<file path="src/rtl/sram_rw_arbiter_if.sv">
// ---------------------------------------------------------------------------
// sram_rw_arbiter_if
// Purpose : bundles the two requester channels and the 1RW+1R SRAM macro pins
//           served by sram_rw_arbiter.
// Ports   : parameters DATA_WIDTH / ADDR_WIDTH must match the macro.
//   requester A/B : *_req, *_we, *_addr, *_wdata (to arbiter)
//                   *_gnt (comb), *_rvalid, *_rdata (registered, from arbiter)
//   macro port 0  : csb0, web0, addr0, din0 (from arbiter), dout0 (to arbiter)
//   macro port 1  : csb1, addr1 (from arbiter), dout1 (to arbiter)
// Modports: slave = arbiter side, master = requester/macro side.
// ---------------------------------------------------------------------------
interface sram_rw_arbiter_if #(
   parameter int unsigned DATA_WIDTH = 8,
   parameter int unsigned ADDR_WIDTH = 10
);
   // requester A
   logic                  a_req;
   logic                  a_we;
   logic [ADDR_WIDTH-1:0] a_addr;
   logic [DATA_WIDTH-1:0] a_wdata;
   logic                  a_gnt;
   logic                  a_rvalid;
   logic [DATA_WIDTH-1:0] a_rdata;
   // requester B
   logic                  b_req;
   logic                  b_we;
   logic [ADDR_WIDTH-1:0] b_addr;
   logic [DATA_WIDTH-1:0] b_wdata;
   logic                  b_gnt;
   logic                  b_rvalid;
   logic [DATA_WIDTH-1:0] b_rdata;
   // macro port 0 (RW)
   logic                  csb0;
   logic                  web0;
   logic [ADDR_WIDTH-1:0] addr0;
   logic [DATA_WIDTH-1:0] din0;
   logic [DATA_WIDTH-1:0] dout0;
   // macro port 1 (R)
   logic                  csb1;
   logic [ADDR_WIDTH-1:0] addr1;
   logic [DATA_WIDTH-1:0] dout1;

   modport slave (
      input  a_req, a_we, a_addr, a_wdata,
      output a_gnt, a_rvalid, a_rdata,
      input  b_req, b_we, b_addr, b_wdata,
      output b_gnt, b_rvalid, b_rdata,
      output csb0, web0, addr0, din0,
      input  dout0,
      output csb1, addr1,
      input  dout1
   );

   modport master (
      output a_req, a_we, a_addr, a_wdata,
      input  a_gnt, a_rvalid, a_rdata,
      output b_req, b_we, b_addr, b_wdata,
      input  b_gnt, b_rvalid, b_rdata,
      input  csb0, web0, addr0, din0,
      output dout0,
      input  csb1, addr1,
      output dout1
   );
endinterface

</file>
<file path="src/rtl/sram_rw_arbiter.sv">
// ---------------------------------------------------------------------------
// sram_rw_arbiter
// Purpose : shares a 1RW+1R SRAM macro between requesters A and B. The
//           round-robin winner takes port 0 (read or write); the other
//           requester's read rides on port 1 in the same cycle when it does
//           not collide with a same-address write. Reads return two cycles
//           after grant, tagged back to the issuing requester.
// Ports   :
//   clk    in  single clock (macro clk0/clk1 are driven from the same net)
//   rst_n  in  asynchronous active-low reset
//   bus    sram_rw_arbiter_if.slave: requester handshakes + macro pins
// ---------------------------------------------------------------------------
module sram_rw_arbiter #(
   parameter int unsigned DATA_WIDTH = 8,
   parameter int unsigned ADDR_WIDTH = 10
) (
   input  logic                 clk,
   input  logic                 rst_n,
   sram_rw_arbiter_if.slave     bus
);

   localparam int unsigned DW = DATA_WIDTH;
   localparam int unsigned AW = ADDR_WIDTH;

   // prio: 0 = A preferred, 1 = B preferred
   logic          prio_q, prio_d;
   // per-port read tag stage 1: valid + owner (0 = A, 1 = B)
   logic          p0_v_q, p0_v_d, p0_own_q, p0_own_d;
   logic          p1_v_q, p1_v_d, p1_own_q, p1_own_d;
   // return stage
   logic          a_rvalid_q, a_rvalid_d, b_rvalid_q, b_rvalid_d;
   logic [DW-1:0] a_rdata_q, a_rdata_d, b_rdata_q, b_rdata_d;

   // winner / loser views of the two request channels
   logic          a_win, b_win, any_win;
   logic          w_is_b, w_we;
   logic [AW-1:0] w_addr, l_addr;
   logic [DW-1:0] w_wdata;
   logic          l_req, l_we, l_ok;

   // Arbitration and macro-pin generation; everything forced idle in reset
   always_comb begin
      a_win          = 1'b0;
      b_win          = 1'b0;
      any_win        = 1'b0;
      w_is_b         = 1'b0;
      w_we           = 1'b0;
      w_addr         = '0;
      w_wdata        = '0;
      l_req          = 1'b0;
      l_we           = 1'b0;
      l_addr         = '0;
      l_ok           = 1'b0;
      prio_d         = prio_q;
      p0_v_d         = 1'b0;
      p0_own_d       = 1'b0;
      p1_v_d         = 1'b0;
      p1_own_d       = 1'b0;
      bus.a_gnt      = 1'b0;
      bus.b_gnt      = 1'b0;
      bus.csb0       = 1'b1;
      bus.web0       = 1'b1;
      bus.addr0      = '0;
      bus.din0       = '0;
      bus.csb1       = 1'b1;
      bus.addr1      = '0;

      a_win   = bus.a_req && (!bus.b_req || !prio_q);
      b_win   = bus.b_req && !a_win;
      any_win = rst_n && (a_win || b_win);

      if (any_win) begin
         w_is_b  = b_win;
         w_we    = b_win ? bus.b_we    : bus.a_we;
         w_addr  = b_win ? bus.b_addr  : bus.a_addr;
         w_wdata = b_win ? bus.b_wdata : bus.a_wdata;
         l_req   = b_win ? bus.a_req   : bus.b_req;
         l_we    = b_win ? bus.a_we    : bus.b_we;
         l_addr  = b_win ? bus.a_addr  : bus.b_addr;

         // loser read is deferred when the winner writes the same word
         l_ok = l_req && !l_we && !(w_we && (w_addr == l_addr));

         bus.csb0  = 1'b0;
         bus.web0  = !w_we;
         bus.addr0 = w_addr;
         bus.din0  = w_wdata;
         p0_v_d    = !w_we;
         p0_own_d  = w_is_b;

         if (l_ok) begin
            bus.csb1 = 1'b0;
            bus.addr1 = l_addr;
            p1_v_d   = 1'b1;
            p1_own_d = !w_is_b;
         end

         bus.a_gnt = w_is_b ? l_ok : 1'b1;
         bus.b_gnt = w_is_b ? 1'b1 : l_ok;

         // a denied loser becomes preferred for the next cycle
         if (l_req && !l_ok) begin
            prio_d = !w_is_b;
         end
      end
   end

   // Read return: route each port's dout to the owner recorded at grant
   always_comb begin
      a_rvalid_d = 1'b0;
      b_rvalid_d = 1'b0;
      a_rdata_d  = a_rdata_q;
      b_rdata_d  = b_rdata_q;
      if (p0_v_q) begin
         if (p0_own_q) begin
            b_rvalid_d = 1'b1;
            b_rdata_d  = bus.dout0;
         end else begin
            a_rvalid_d = 1'b1;
            a_rdata_d  = bus.dout0;
         end
      end
      if (p1_v_q) begin
         if (p1_own_q) begin
            b_rvalid_d = 1'b1;
            b_rdata_d  = bus.dout1;
         end else begin
            a_rvalid_d = 1'b1;
            a_rdata_d  = bus.dout1;
         end
      end
   end

   // State registers
   always_ff @(posedge clk or negedge rst_n) begin
      if (!rst_n) begin
         prio_q     <= 1'b0;
         p0_v_q     <= 1'b0;
         p0_own_q   <= 1'b0;
         p1_v_q     <= 1'b0;
         p1_own_q   <= 1'b0;
         a_rvalid_q <= 1'b0;
         b_rvalid_q <= 1'b0;
         a_rdata_q  <= '0;
         b_rdata_q  <= '0;
      end else begin
         prio_q     <= prio_d;
         p0_v_q     <= p0_v_d;
         p0_own_q   <= p0_own_d;
         p1_v_q     <= p1_v_d;
         p1_own_q   <= p1_own_d;
         a_rvalid_q <= a_rvalid_d;
         b_rvalid_q <= b_rvalid_d;
         a_rdata_q  <= a_rdata_d;
         b_rdata_q  <= b_rdata_d;
      end
   end

   assign bus.a_rvalid = a_rvalid_q;
   assign bus.b_rvalid = b_rvalid_q;
   assign bus.a_rdata  = a_rdata_q;
   assign bus.b_rdata  = b_rdata_q;

endmodule

</file>
<file path="src/flat_wrapper.sv">
// flat-port wrapper written by rule: the top's interface ports become plain ports
module sram_rw_arbiter_flat 
#(
   parameter int unsigned DATA_WIDTH = 8,
   parameter int unsigned ADDR_WIDTH = 10
)
  (clk, rst_n, bus_a_req, bus_a_we, bus_a_addr, bus_a_wdata, bus_a_gnt, bus_a_rvalid, bus_a_rdata, bus_b_req, bus_b_we, bus_b_addr, bus_b_wdata, bus_b_gnt, bus_b_rvalid, bus_b_rdata, bus_csb0, bus_web0, bus_addr0, bus_din0, bus_dout0, bus_csb1, bus_addr1, bus_dout1);
  sram_rw_arbiter_if #(.DATA_WIDTH(DATA_WIDTH), .ADDR_WIDTH(ADDR_WIDTH)) bus_i ();
  input  logic clk;
  input  logic rst_n;
  input wire logic [$bits(bus_i.a_req)-1:0] bus_a_req;
  input wire logic [$bits(bus_i.a_we)-1:0] bus_a_we;
  input wire logic [$bits(bus_i.a_addr)-1:0] bus_a_addr;
  input wire logic [$bits(bus_i.a_wdata)-1:0] bus_a_wdata;
  output wire logic [$bits(bus_i.a_gnt)-1:0] bus_a_gnt;
  output wire logic [$bits(bus_i.a_rvalid)-1:0] bus_a_rvalid;
  output wire logic [$bits(bus_i.a_rdata)-1:0] bus_a_rdata;
  input wire logic [$bits(bus_i.b_req)-1:0] bus_b_req;
  input wire logic [$bits(bus_i.b_we)-1:0] bus_b_we;
  input wire logic [$bits(bus_i.b_addr)-1:0] bus_b_addr;
  input wire logic [$bits(bus_i.b_wdata)-1:0] bus_b_wdata;
  output wire logic [$bits(bus_i.b_gnt)-1:0] bus_b_gnt;
  output wire logic [$bits(bus_i.b_rvalid)-1:0] bus_b_rvalid;
  output wire logic [$bits(bus_i.b_rdata)-1:0] bus_b_rdata;
  output wire logic [$bits(bus_i.csb0)-1:0] bus_csb0;
  output wire logic [$bits(bus_i.web0)-1:0] bus_web0;
  output wire logic [$bits(bus_i.addr0)-1:0] bus_addr0;
  output wire logic [$bits(bus_i.din0)-1:0] bus_din0;
  input wire logic [$bits(bus_i.dout0)-1:0] bus_dout0;
  output wire logic [$bits(bus_i.csb1)-1:0] bus_csb1;
  output wire logic [$bits(bus_i.addr1)-1:0] bus_addr1;
  input wire logic [$bits(bus_i.dout1)-1:0] bus_dout1;
  assign bus_i.a_req = bus_a_req;
  assign bus_i.a_we = bus_a_we;
  assign bus_i.a_addr = bus_a_addr;
  assign bus_i.a_wdata = bus_a_wdata;
  assign bus_a_gnt = bus_i.a_gnt;
  assign bus_a_rvalid = bus_i.a_rvalid;
  assign bus_a_rdata = bus_i.a_rdata;
  assign bus_i.b_req = bus_b_req;
  assign bus_i.b_we = bus_b_we;
  assign bus_i.b_addr = bus_b_addr;
  assign bus_i.b_wdata = bus_b_wdata;
  assign bus_b_gnt = bus_i.b_gnt;
  assign bus_b_rvalid = bus_i.b_rvalid;
  assign bus_b_rdata = bus_i.b_rdata;
  assign bus_csb0 = bus_i.csb0;
  assign bus_web0 = bus_i.web0;
  assign bus_addr0 = bus_i.addr0;
  assign bus_din0 = bus_i.din0;
  assign bus_i.dout0 = bus_dout0;
  assign bus_csb1 = bus_i.csb1;
  assign bus_addr1 = bus_i.addr1;
  assign bus_i.dout1 = bus_dout1;
  sram_rw_arbiter #(.DATA_WIDTH(DATA_WIDTH), .ADDR_WIDTH(ADDR_WIDTH)) u_core (.clk(clk), .rst_n(rst_n), .bus(bus_i));
endmodule
</file>
<file path="config.mk">
export PLATFORM = sky130hd
export DESIGN_NAME = sram_rw_arbiter_flat
export DESIGN_NICKNAME = d
export VERILOG_FILES = /design/src/rtl/sram_rw_arbiter_if.sv /design/src/rtl/sram_rw_arbiter.sv /design/src/flat_wrapper.sv
export SDC_FILE = /design/constraint.sdc
export NUM_CORES = 1
export LEC_CHECK = 0
export CORE_UTILIZATION = 39
export CTS_BUF_LIST = sky130_fd_sc_hd__clkbuf_16
export CTS_CLUSTER_DIAMETER = 80
export DETAILED_ROUTE_END_ITERATION = 10
export GPL_ROUTABILITY_DRIVEN = 1
export PLACE_DENSITY = 0.91
export SYNTH_ARGS = -nofsm -noshare
export SYNTH_HDL_FRONTEND = slang
export SYNTH_SLANG_ARGS = --single-unit
</file>
<file path="constraint.sdc">
create_clock -name clk -period 2.2 [get_ports clk]
set_input_delay 0.22 -clock clk [delete_from_list [all_inputs] [get_ports clk]]
set_output_delay 0.22 -clock clk [all_outputs]
set_load 0.05 [all_outputs]
</file>
Word-level counts from Yosys, hierarchy flattened

Index checks and enable logic that the tools add are counted.

Register bits: 23
Input port bits: 58
Word-level logic and storage cells: 68

Eq/ne operators: 1
Multiplexer cells: 40
Reductions and logical operators: 18

Operators by type and width:

| operator            | count |
|---|---|
| $mux W8             | 10 |
| $mux W10            | 5 |
| $mux W1             | 25 |
| $eq A10 B10 Y1      | 1 |
| $logic_not A1 Y1    | 8 |
| $logic_and A1 B1 Y1 | 7 |
| $logic_or A1 B1 Y1  | 2 |
| $reduce_and A2 Y1   | 1 |

Depth between registers and ports, before layout

Gate-level depths: netlist of the first run.

Depth after elaboration: 13
Depth in mapped cells: 7
Gate-level depth less buffers: 5

Worst setup path before layout of the first run

No wires, ideal clock.

Kind: flip-flop to output port
Start: register u_core.prio_q
End: output port bus_addr1[3]
Data arrival time: 1.981 ns
Required time: 1.980 ns
Setup slack: -0.001 ns
Cell stages (with the launch flop): 7
Cells stage by stage: dfrtp_1 -> buf_6 -> mux2i_1 -> nand4_1 -> a31o_2 -> buf_6 -> a21oi_1

Longest elaborated chain between the ends: 12
Elaborated cells on any way between the ends: 20

RTL lines:

| element                            | line                                         | text |
|---|---|---|
| start: declaration                 | sram_rw_arbiter.sv:26                        | `logic prio_q, prio_d;` |
| start signal: assignment           | sram_rw_arbiter.sv:147                       | `prio_q <= prio_d;` |
| $logic_not A1 Y1 *                 | sram_rw_arbiter.sv:68                        | `a_win = bus.a_req && (!bus.b_req \|\| !prio_q);` |
| $logic_or A1 B1 Y1 *               | sram_rw_arbiter.sv:68                        |  |
| $logic_and A1 B1 Y1 *              | sram_rw_arbiter.sv:68                        |  |
| $logic_not A1 Y1                   | sram_rw_arbiter.sv:69                        | `b_win = bus.b_req && !a_win;` |
| $logic_and A1 B1 Y1                | sram_rw_arbiter.sv:69                        |  |
| $mux W10, on equally long branches | sram_rw_arbiter.sv:75, sram_rw_arbiter.sv:79 |  |
| $eq A10 B10 Y1                     | sram_rw_arbiter.sv:82                        | `l_ok = l_req && !l_we && !(w_we && (w_addr == l_addr));` |
| $logic_and A1 B1 Y1                | sram_rw_arbiter.sv:82                        |  |
| $logic_not A1 Y1                   | sram_rw_arbiter.sv:82                        |  |
| $logic_and A1 B1 Y1                | sram_rw_arbiter.sv:82                        |  |
| $mux W10                           | sram_rw_arbiter.sv:91                        | `if (l_ok) begin` |
| $mux W10 *                         | sram_rw_arbiter.sv:72                        | `if (any_win) begin` |
| end: declaration                   | flat_wrapper.sv:31                           | `output wire logic [$bits(bus_i.addr1)-1:0] bus_addr1;` |

Mark *: on every way between the ends. The rest lies on a longest branch, timed or not.

Final worst setup path of the first run

Start: input port bus_a_req
End: output port bus_addr1[6]

Longest elaborated chain between the ends: 10
Elaborated cells on any way between the ends: 18

RTL lines:

| element                            | line                                         | text |
|---|---|---|
| start: declaration                 | flat_wrapper.sv:11                           | `input wire logic [$bits(bus_i.a_req)-1:0] bus_a_req;` |
| $logic_and A1 B1 Y1                | sram_rw_arbiter.sv:68                        |  |
| $logic_not A1 Y1                   | sram_rw_arbiter.sv:69                        |  |
| $logic_and A1 B1 Y1                | sram_rw_arbiter.sv:69                        |  |
| $mux W10, on equally long branches | sram_rw_arbiter.sv:75, sram_rw_arbiter.sv:79 |  |
| $eq A10 B10 Y1                     | sram_rw_arbiter.sv:82                        |  |
| $logic_and A1 B1 Y1                | sram_rw_arbiter.sv:82                        |  |
| $logic_not A1 Y1                   | sram_rw_arbiter.sv:82                        |  |
| $logic_and A1 B1 Y1                | sram_rw_arbiter.sv:82                        |  |
| $mux W10                           | sram_rw_arbiter.sv:91                        |  |
| $mux W10 *                         | sram_rw_arbiter.sv:72                        |  |

Marks and branches as above.

==> summary.md, run 1 <==
| Metric | Value |
|---|---|
| Grt ovf | `0` |
| Flop-to-flop setup slack | `0.77 ns` |
| Delay of the slowest critical-path stage | `0.47 ns` |
| GR Util All Layers | `25.04%` |
| Port bufs | `108` |
| Max-Cap Viols | `0` |
| Crit-path slowest cell | `clkdlybuf4s50_1` |
| Final Instance Area | `0.003247 mm^2` |
| CP Data Arrival Time | `1.90 ns` |
| Ant. Diodes | `0` |
| Layout Skew | `0.001759 ns` |
| CTS buffer count | `3` |
| Worst rel slew slack | `60.05%` |
| Async SR Flop Fraction | `100.0%` |
| Post-synthesis sequential area ratio | `34.98%` |
| Primary FF master, synth | `dfrtp_1` |
| Initial antenna violation count | `0` |
| Worst R2R Path Depth | `5` |
| Pin count of the biggest net entering global routing | `32` |
| Worst Path Required | `1.98 ns` |
| Worst Path Buf+Inv | `2` |
| First-pass GRT wire length | `8.473 mm` |
| Clock tree buffer depth | `2` |
| Slew Limit Fails | `0` |
| Setup crit end kind | `output port` |
| Setup TNS | `0 ns` |
| GPL Wtd Cong | `0.7549` |
| Critical path type | `in2out` |
| Starting Density | `40.84%` |
| CTS tree | `done` |
| Status | `completed` |
| Critical-path maximum fanout | `14` |
| Post-CTS setup buffer count | `0` |
| Initial DRC count | `97` |
| Yosys Warn Count | `0` |
| Mean Syn Cell Area | `7.547 um^2` |
| Count leader, synth | `nand2_1` |
| Cell taking the most area after synthesis | `dfrtp_1` |
| I/O pins | `109` |
| Post-Syn Nets | `276` |
| Drt drc | `0` |
| CP cell instances | `clkdlybuf4s50_1 -> nor2b_2 -> o21ai_2 -> a21oi_2 -> a31o_4 -> a21oi_1 -> buf_12` |
| Reg clk slew, reported paths | `0.06 ns` |
| Drt wl/cell | `14.81 um` |
| Top post-synthesis cells by area | `dfrtp_1 (35%), nand2_1 (17%), mux2i_1 (10%)` |
| Core area | `0.004029 mm^2` |
| Class of the worst hold path | `in2async` |
| P&R area growth vs syn | `97.34%` |
| Post-Place Worst Slack | `0.01594 ns` |
| Tmin final | `2.117 ns` |
| Die H | `66.95 um` |
| Top delay family on crit path | `compound AO/OA/AOI/OAI gates` |
| Hold Slack | `0.3160 ns` |
| Nets@finish | `386` |
| Post-DP HPWL | `4.517 mm` |
| Die width | `66.95 um` |
| H-tree levels | `1` |
| Vias in the first global route | `1986` |
| Std cell rows | `23` |
| Number of synthesized flops with an enable pin | `0` |
| Synthesized area | `0.001645 mm^2` |
| Sink Count | `23` |
| Syn Inst Count | `218` |
| Clock Latency Late Sink | `0.25 ns` |
| CP Launch Type | `input pin` |
| Synthesized flop and latch total | `23` |
| Final core occ | `80.59%` |
| Worst VDD drop | `366.3 uV` |
| Antenna viol nets, final | `0` |
| PD cells | `829.3 mW/mm^2` |
| Maximum clock frequency | `472.4 MHz` |
| R2r endpoint | `u_core.prio_q` |
| Final worst slack | `0.08303 ns` |
| Post-synth top cells | `nand2_1 (76), a21oi_1 (28), dfrtp_1 (23)` |
| RSZ-0062 raised after global routing | `no` |
| Die ar. | `0.004482 mm^2` |
| Vias | `1968` |
| Worst r2r src | `u_core.prio_q` |
| Overall routed net length | `5.582 mm` |
| Vias per cell | `5.220` |
| Setup violations, final | `0` |
| First-pass detailed-route iteration total | `4` |
| Worst slew pin tran | `0.5993 ns` |
| Hold Vio Cnt, Final | `0` |
| Number of library cell types mapped by synthesis | `27` |
| Share of cells above drive strength 1 | `18.04%` |
| Post-DP Area | `0.003153 mm^2` |
| Tcrit/Tclk final | `96.23%` |
| Yosys top cell area share | `34.98%` |
| Leakage | `1.449 nW` |
| Root buf cell | `clkbuf_16` |
==> worst max path at each step <==
stage,from,end,cells past startpoint,slack (ns)
after CTS,bus_a_req,bus_b_gnt,7,0.02
after global routing,u_core.prio_q,bus_addr1[6],5,0.02
final,bus_a_req,bus_addr1[6],7,0.08
after detailed placement,bus_a_addr[9],bus_addr1[7],6,0.02
after global placement,bus_a_req,bus_addr1[5],7,0.08
after floorplan,u_core.prio_q,bus_addr1[3],6,-0.001
==> power breakdown <==
part	internal [mW]	total [mW]	switching (mW)	leakage, nW
Combinational	0.651	1.66	1.01	1.13
Sequential	0.566	0.655	0.0892	0.280
Clock	0.243	0.374	0.130	0.0409
Total	1.46	2.69	1.23	1.45
==> worst register-to-register path, delay by kind of cell (launching register included) <==
family          cells  cell delay [ns]
flops               1             0.45
mux                 1             0.25
simple gates        1             0.16
compound gates      3             0.47
==> what timing repair did <==
item | 4_1_cts | 5_1_grt
gates resized for setup | 2 | 1
endpoints found under the setup margin | 10 | 10
endpoints found under the hold margin | 0 | 0
gates cloned | 0 | 0
hold buffers | 0 | 0
==> per-stage QoR <==
step	power, mW	std cells
final	2.692	377
after global routing	2.818	377
after CTS	2.699	377
after detailed placement	2.320	373
after global placement	2.266	373
after floorplan	1.617	218
==> final cells by class <==
cell class | instances | area [um^2]
Clock buffer | 3 | 75.07
Clock inverter | 1 | 5.005
Fill cell | 238 | 782.0
Inverter | 5 | 18.77
Multi-Input combinational cell | 176 | 989.7
Sequential cell | 23 | 576.8
Tap cell | 50 | 62.56
Timing Repair Buffer | 119 | 1519
==> sequential cells by signal (all words and copies together), names as in the netlist <==
signal	flops
u_core.prio_q	1
u_core.p1_own_q	1
u_core.bus.b_rvalid	1
u_core.p1_v_q	1
u_core.bus.a_rvalid	1
u_core.bus.b_rdata	8
u_core.p0_v_q	1
u_core.bus.a_rdata	8
u_core.p0_own_q	1
==> per-layer routing <==
metal  GRT usage [%]  share of wire (%)  routed length [um]  up-vias
met5               0                  0                   0        -
met2           47.10                 50                2774      103
met1           24.58                 37                2041      909
li1                -                  -                   -      948
met3           11.30                 13                 708        8
met4           5.851                1.0                  58        0
==> placed cells by master (no fill, tap or decap), drive strengths merged, types with 2 or more instances in the layout <==
| cell type | Yosys | final |
|---|---|---|
| clkdlybuf4s50 | 0 | 75 |
| xor2 | 6 | 6 |
| nor2b | 2 | 2 |
| and2 | 2 | 2 |
| nand3 | 2 | 2 |
| nand4 | 3 | 3 |
| clkbuf | 6 | 3 |
| nand2b | 4 | 4 |
| a211oi | 2 | 2 |
| buf | 8 | 44 |
| mux2i | 17 | 17 |
| a21oi | 29 | 29 |
| o21ai | 20 | 20 |
| xnor2 | 4 | 4 |
| dfrtp | 23 | 23 |
| inv | 5 | 5 |
| nand2 | 76 | 76 |
| nor2 | 4 | 4 |
==> cell families (layout without fill, tap and decap cells) <==
group                  Yosys count  in the layout  synth area share [%]
AO/OA/AOI/OAI                   55             55                 19.09
XOR/XNOR                        10             10                 5.323
buffers and inverters           19            128                 5.779
flip-flops                      23             23                 34.98
multiplexers                    17             17                 10.34
AND/OR/NAND/NOR                 94             94                 24.49
Power figures use the tool's default switching activity.
==> run 2, diff against run 1 <==
--- a/config.mk
+++ b/config.mk
@@ -10,7 +10,7 @@
 export CTS_CLUSTER_DIAMETER = 80
 export DETAILED_ROUTE_END_ITERATION = 10
 export GPL_ROUTABILITY_DRIVEN = 1
-export PLACE_DENSITY = 0.91
+export PLACE_DENSITY = 0.86
 export SYNTH_ARGS = -nofsm -noshare
 export SYNTH_HDL_FRONTEND = slang
 export SYNTH_SLANG_ARGS = --single-unit
==> run 2 against run 1 <==
Non-clock buffer count increased by 1. Clock power increased by 4%. Cell count increased by 0.27%. First-iteration DRC count increased by 23%. Maximum frequency decreased by 2.0%. Via count decreased by 0.51%. Wire length decreased by 1.0%. Clock skew decreased by 0.00072 ns. Clock-buffer cell count unchanged. Sequential power increased by 0.6%. Critical path depth decreased by 2. Largest power group unchanged.
==> summary.md, run 2 (synthesis gave the netlist of run 1 again) <==
| Metric | Value |
|---|---|
| Status | `completed` |
| Post-DP HPWL | `4.307 mm (-4.6%)` |
| Port bufs | `108 (unchanged)` |
| Die H | `66.95 um (unchanged)` |
| Critical path type | `reg2out` |
| Vias | `1958 (-0.51%)` |
| Nets@finish | `387 (+0.26%)` |
| Pin count of the biggest net entering global routing | `29 (-9.4%)` |
| CP Data Arrival Time | `1.94 ns (+0.04 ns)` |
| Die ar. | `0.004482 mm^2 (unchanged)` |
| First-pass GRT wire length | `9.059 mm (+6.9%)` |
| Worst VDD drop | `409.2 uV (+12%)` |
| Hold Slack | `0.2951 ns (-0.02089 ns)` |
| Post-CTS setup buffer count | `0 (unchanged)` |
| Overall routed net length | `5.524 mm (-1.0%)` |
| Fillers | `257 (+8.0%)` |
| Root buf cell | `clkbuf_16` |
| Tmin final | `2.160 ns (+0.04299 ns)` |
| Drt drc | `0 (unchanged)` |
| Post-Place Worst Slack | `0.01384 ns (-0.002103 ns)` |
| Die width | `66.95 um (unchanged)` |
| Std cell rows | `23 (unchanged)` |
| Layout Skew | `0.001035 ns (-0.0007238 ns)` |
| Leakage | `1.453 nW (+0.29%)` |
| H-tree levels | `1 (unchanged)` |
| Reg clk slew, reported paths | `0.06 ns (about the same)` |
| Ant. Diodes | `0 (unchanged)` |
| Slew Limit Fails | `0 (unchanged)` |
| PD cells | `831.1 mW/mm^2 (+0.22%)` |
| Clock Latency Late Sink | `0.26 ns (about the same)` |
| Grt ovf | `0 (unchanged)` |
| Vias per cell | `5.180 (-0.77%)` |
| CTS buffer count | `3 (unchanged)` |
| Clock tree buffer depth | `2 (unchanged)` |
| Initial DRC count | `119 (+23%)` |
| Initial antenna violation count | `0 (unchanged)` |
| Overall power | `2.705 mW (+0.45%)` |
| Share of cells above drive strength 1 | `18.29% (+0.25 points)` |
| Most frequent cells in the layout | `nand2_1 (76), clkdlybuf4s50_1 (75), buf_12 (35)` |
| GPL Wtd Cong | `0.8433 (+12%)` |
| Post-DP Area | `0.003161 mm^2 (+0.24%)` |
| Class of the worst hold path | `in2async` |
| Most common cell after layout, fill and taps aside | `nand2_1` |
| Worst Path Required | `1.98 ns (about the same)` |
| I/O pins | `109 (unchanged)` |
| CP Launch Type | `flip-flop` |
| Sink Count | `23 (unchanged)` |
| Critical-path maximum fanout | `14 (unchanged)` |
| Maximum clock frequency | `463.0 MHz (-2.0%)` |
| Hold Vio Cnt, Final | `0 (unchanged)` |
| Worst slew pin tran | `0.9694 ns (+0.3701 ns)` |
| GR Util All Layers | `26.57% (+1.5 points)` |
| CTS tree | `done` |
| Worst rel slew slack | `35.24% (-25 points)` |
| Final worst slack | `0.04004 ns (-0.04299 ns)` |
| Final Instance Area | `0.003254 mm^2 (+0.23%)` |
| Drt wl/cell | `14.61 um (-1.3%)` |
| Setup violations, final | `0 (unchanged)` |
| Max-Cap Viols | `0 (unchanged)` |
| Starting Density | `40.84% (unchanged)` |
| Antenna viol nets, final | `0 (unchanged)` |
| Core area | `0.004029 mm^2 (unchanged)` |
| P&R area growth vs syn | `97.79%` |
| Vias in the first global route | `2009 (+1.2%)` |
| Setup crit end kind | `output port` |
| First-pass detailed-route iteration total | `5 (+1)` |
| Tcrit/Tclk final | `98.18% (+2.0 points)` |
| RSZ-0062 raised after global routing | `yes` |
[run 2: cell count changes in the layout (fill, tap and decap cells not counted), sizes merged]
cell,delta
buf,+1
[run 2: path summary, 6_finish.rpt]
check	from	end	slack [ns]	cells past startpoint
hold / removal	rst_n	u_core.prio_q	0.30	2
setup reg to reg	u_core.p1_own_q	u_core.bus.a_rdata[0]	0.68	2
hold reg to reg	u_core.bus.b_rdata[5]	u_core.bus.b_rdata[5]	0.58	2
min in group clk	bus_dout1[5]	u_core.bus.b_rdata[5]	0.55	3
setup / recovery	u_core.prio_q	bus_addr1[6]	0.04	5
max in group asynchronous	rst_n	u_core.bus.a_rdata[6]	1.50	3
[run 2: stage by stage]
| stage | TNS, ns | std cells | util, % |
|---|---|---|---|
| finish | 0 | 378 | 80.78 |
| global route | -0.07128 | 378 | 80.78 |
| CTS | 0 | 378 | 80.47 |
| detailed placement | 0 | 374 | 78.45 |
| global placement | 0 | 374 | 78.45 |
| floorplan | -0.008539 | 218 | - |
[run 2: where the power goes]
| group | switching [mW] | total, mW | internal (mW) |
|---|---|---|---|
| sequential | 0.0927 | 0.659 | 0.566 |
| clock | 0.145 | 0.389 | 0.244 |
| combinational | 1.00 | 1.66 | 0.655 |
[run 2: worst max-delay path, stage by stage (launching register included)]
cell and delay [ns]:
dfrtp_2 0.45, mux2i_1 0.27, nand4_1 0.20, a31o_4 0.32
a21oi_1 0.26, buf_12 0.18
[run 2: repair_timing]
action	in CTS	in global routing
hold buffers	0	0
endpoints found under the setup margin	10	13
resized for setup	1	2
[run 2: final cells by class]
type                    count  area [um^2]  share of cell area, %
multi-input cells         176        989.7                  30.41
repair buffers            120         1526                  46.90
well taps                  50        62.56                  1.922
clock buffers               3        75.07                  2.307
clock inverters             1        5.005                 0.1538
flip-flops and latches     23        576.8                  17.72
inverters                   5        18.77                 0.5767
[run 2: layer usage]
layer | GRT usage [%] | part of all wire, %
met5 | 0 | 0
met2 | 44.57 | 49
met3 | 9.760 | 11
met1 | 31.03 | 38
met4 | 8.511 | 1.3
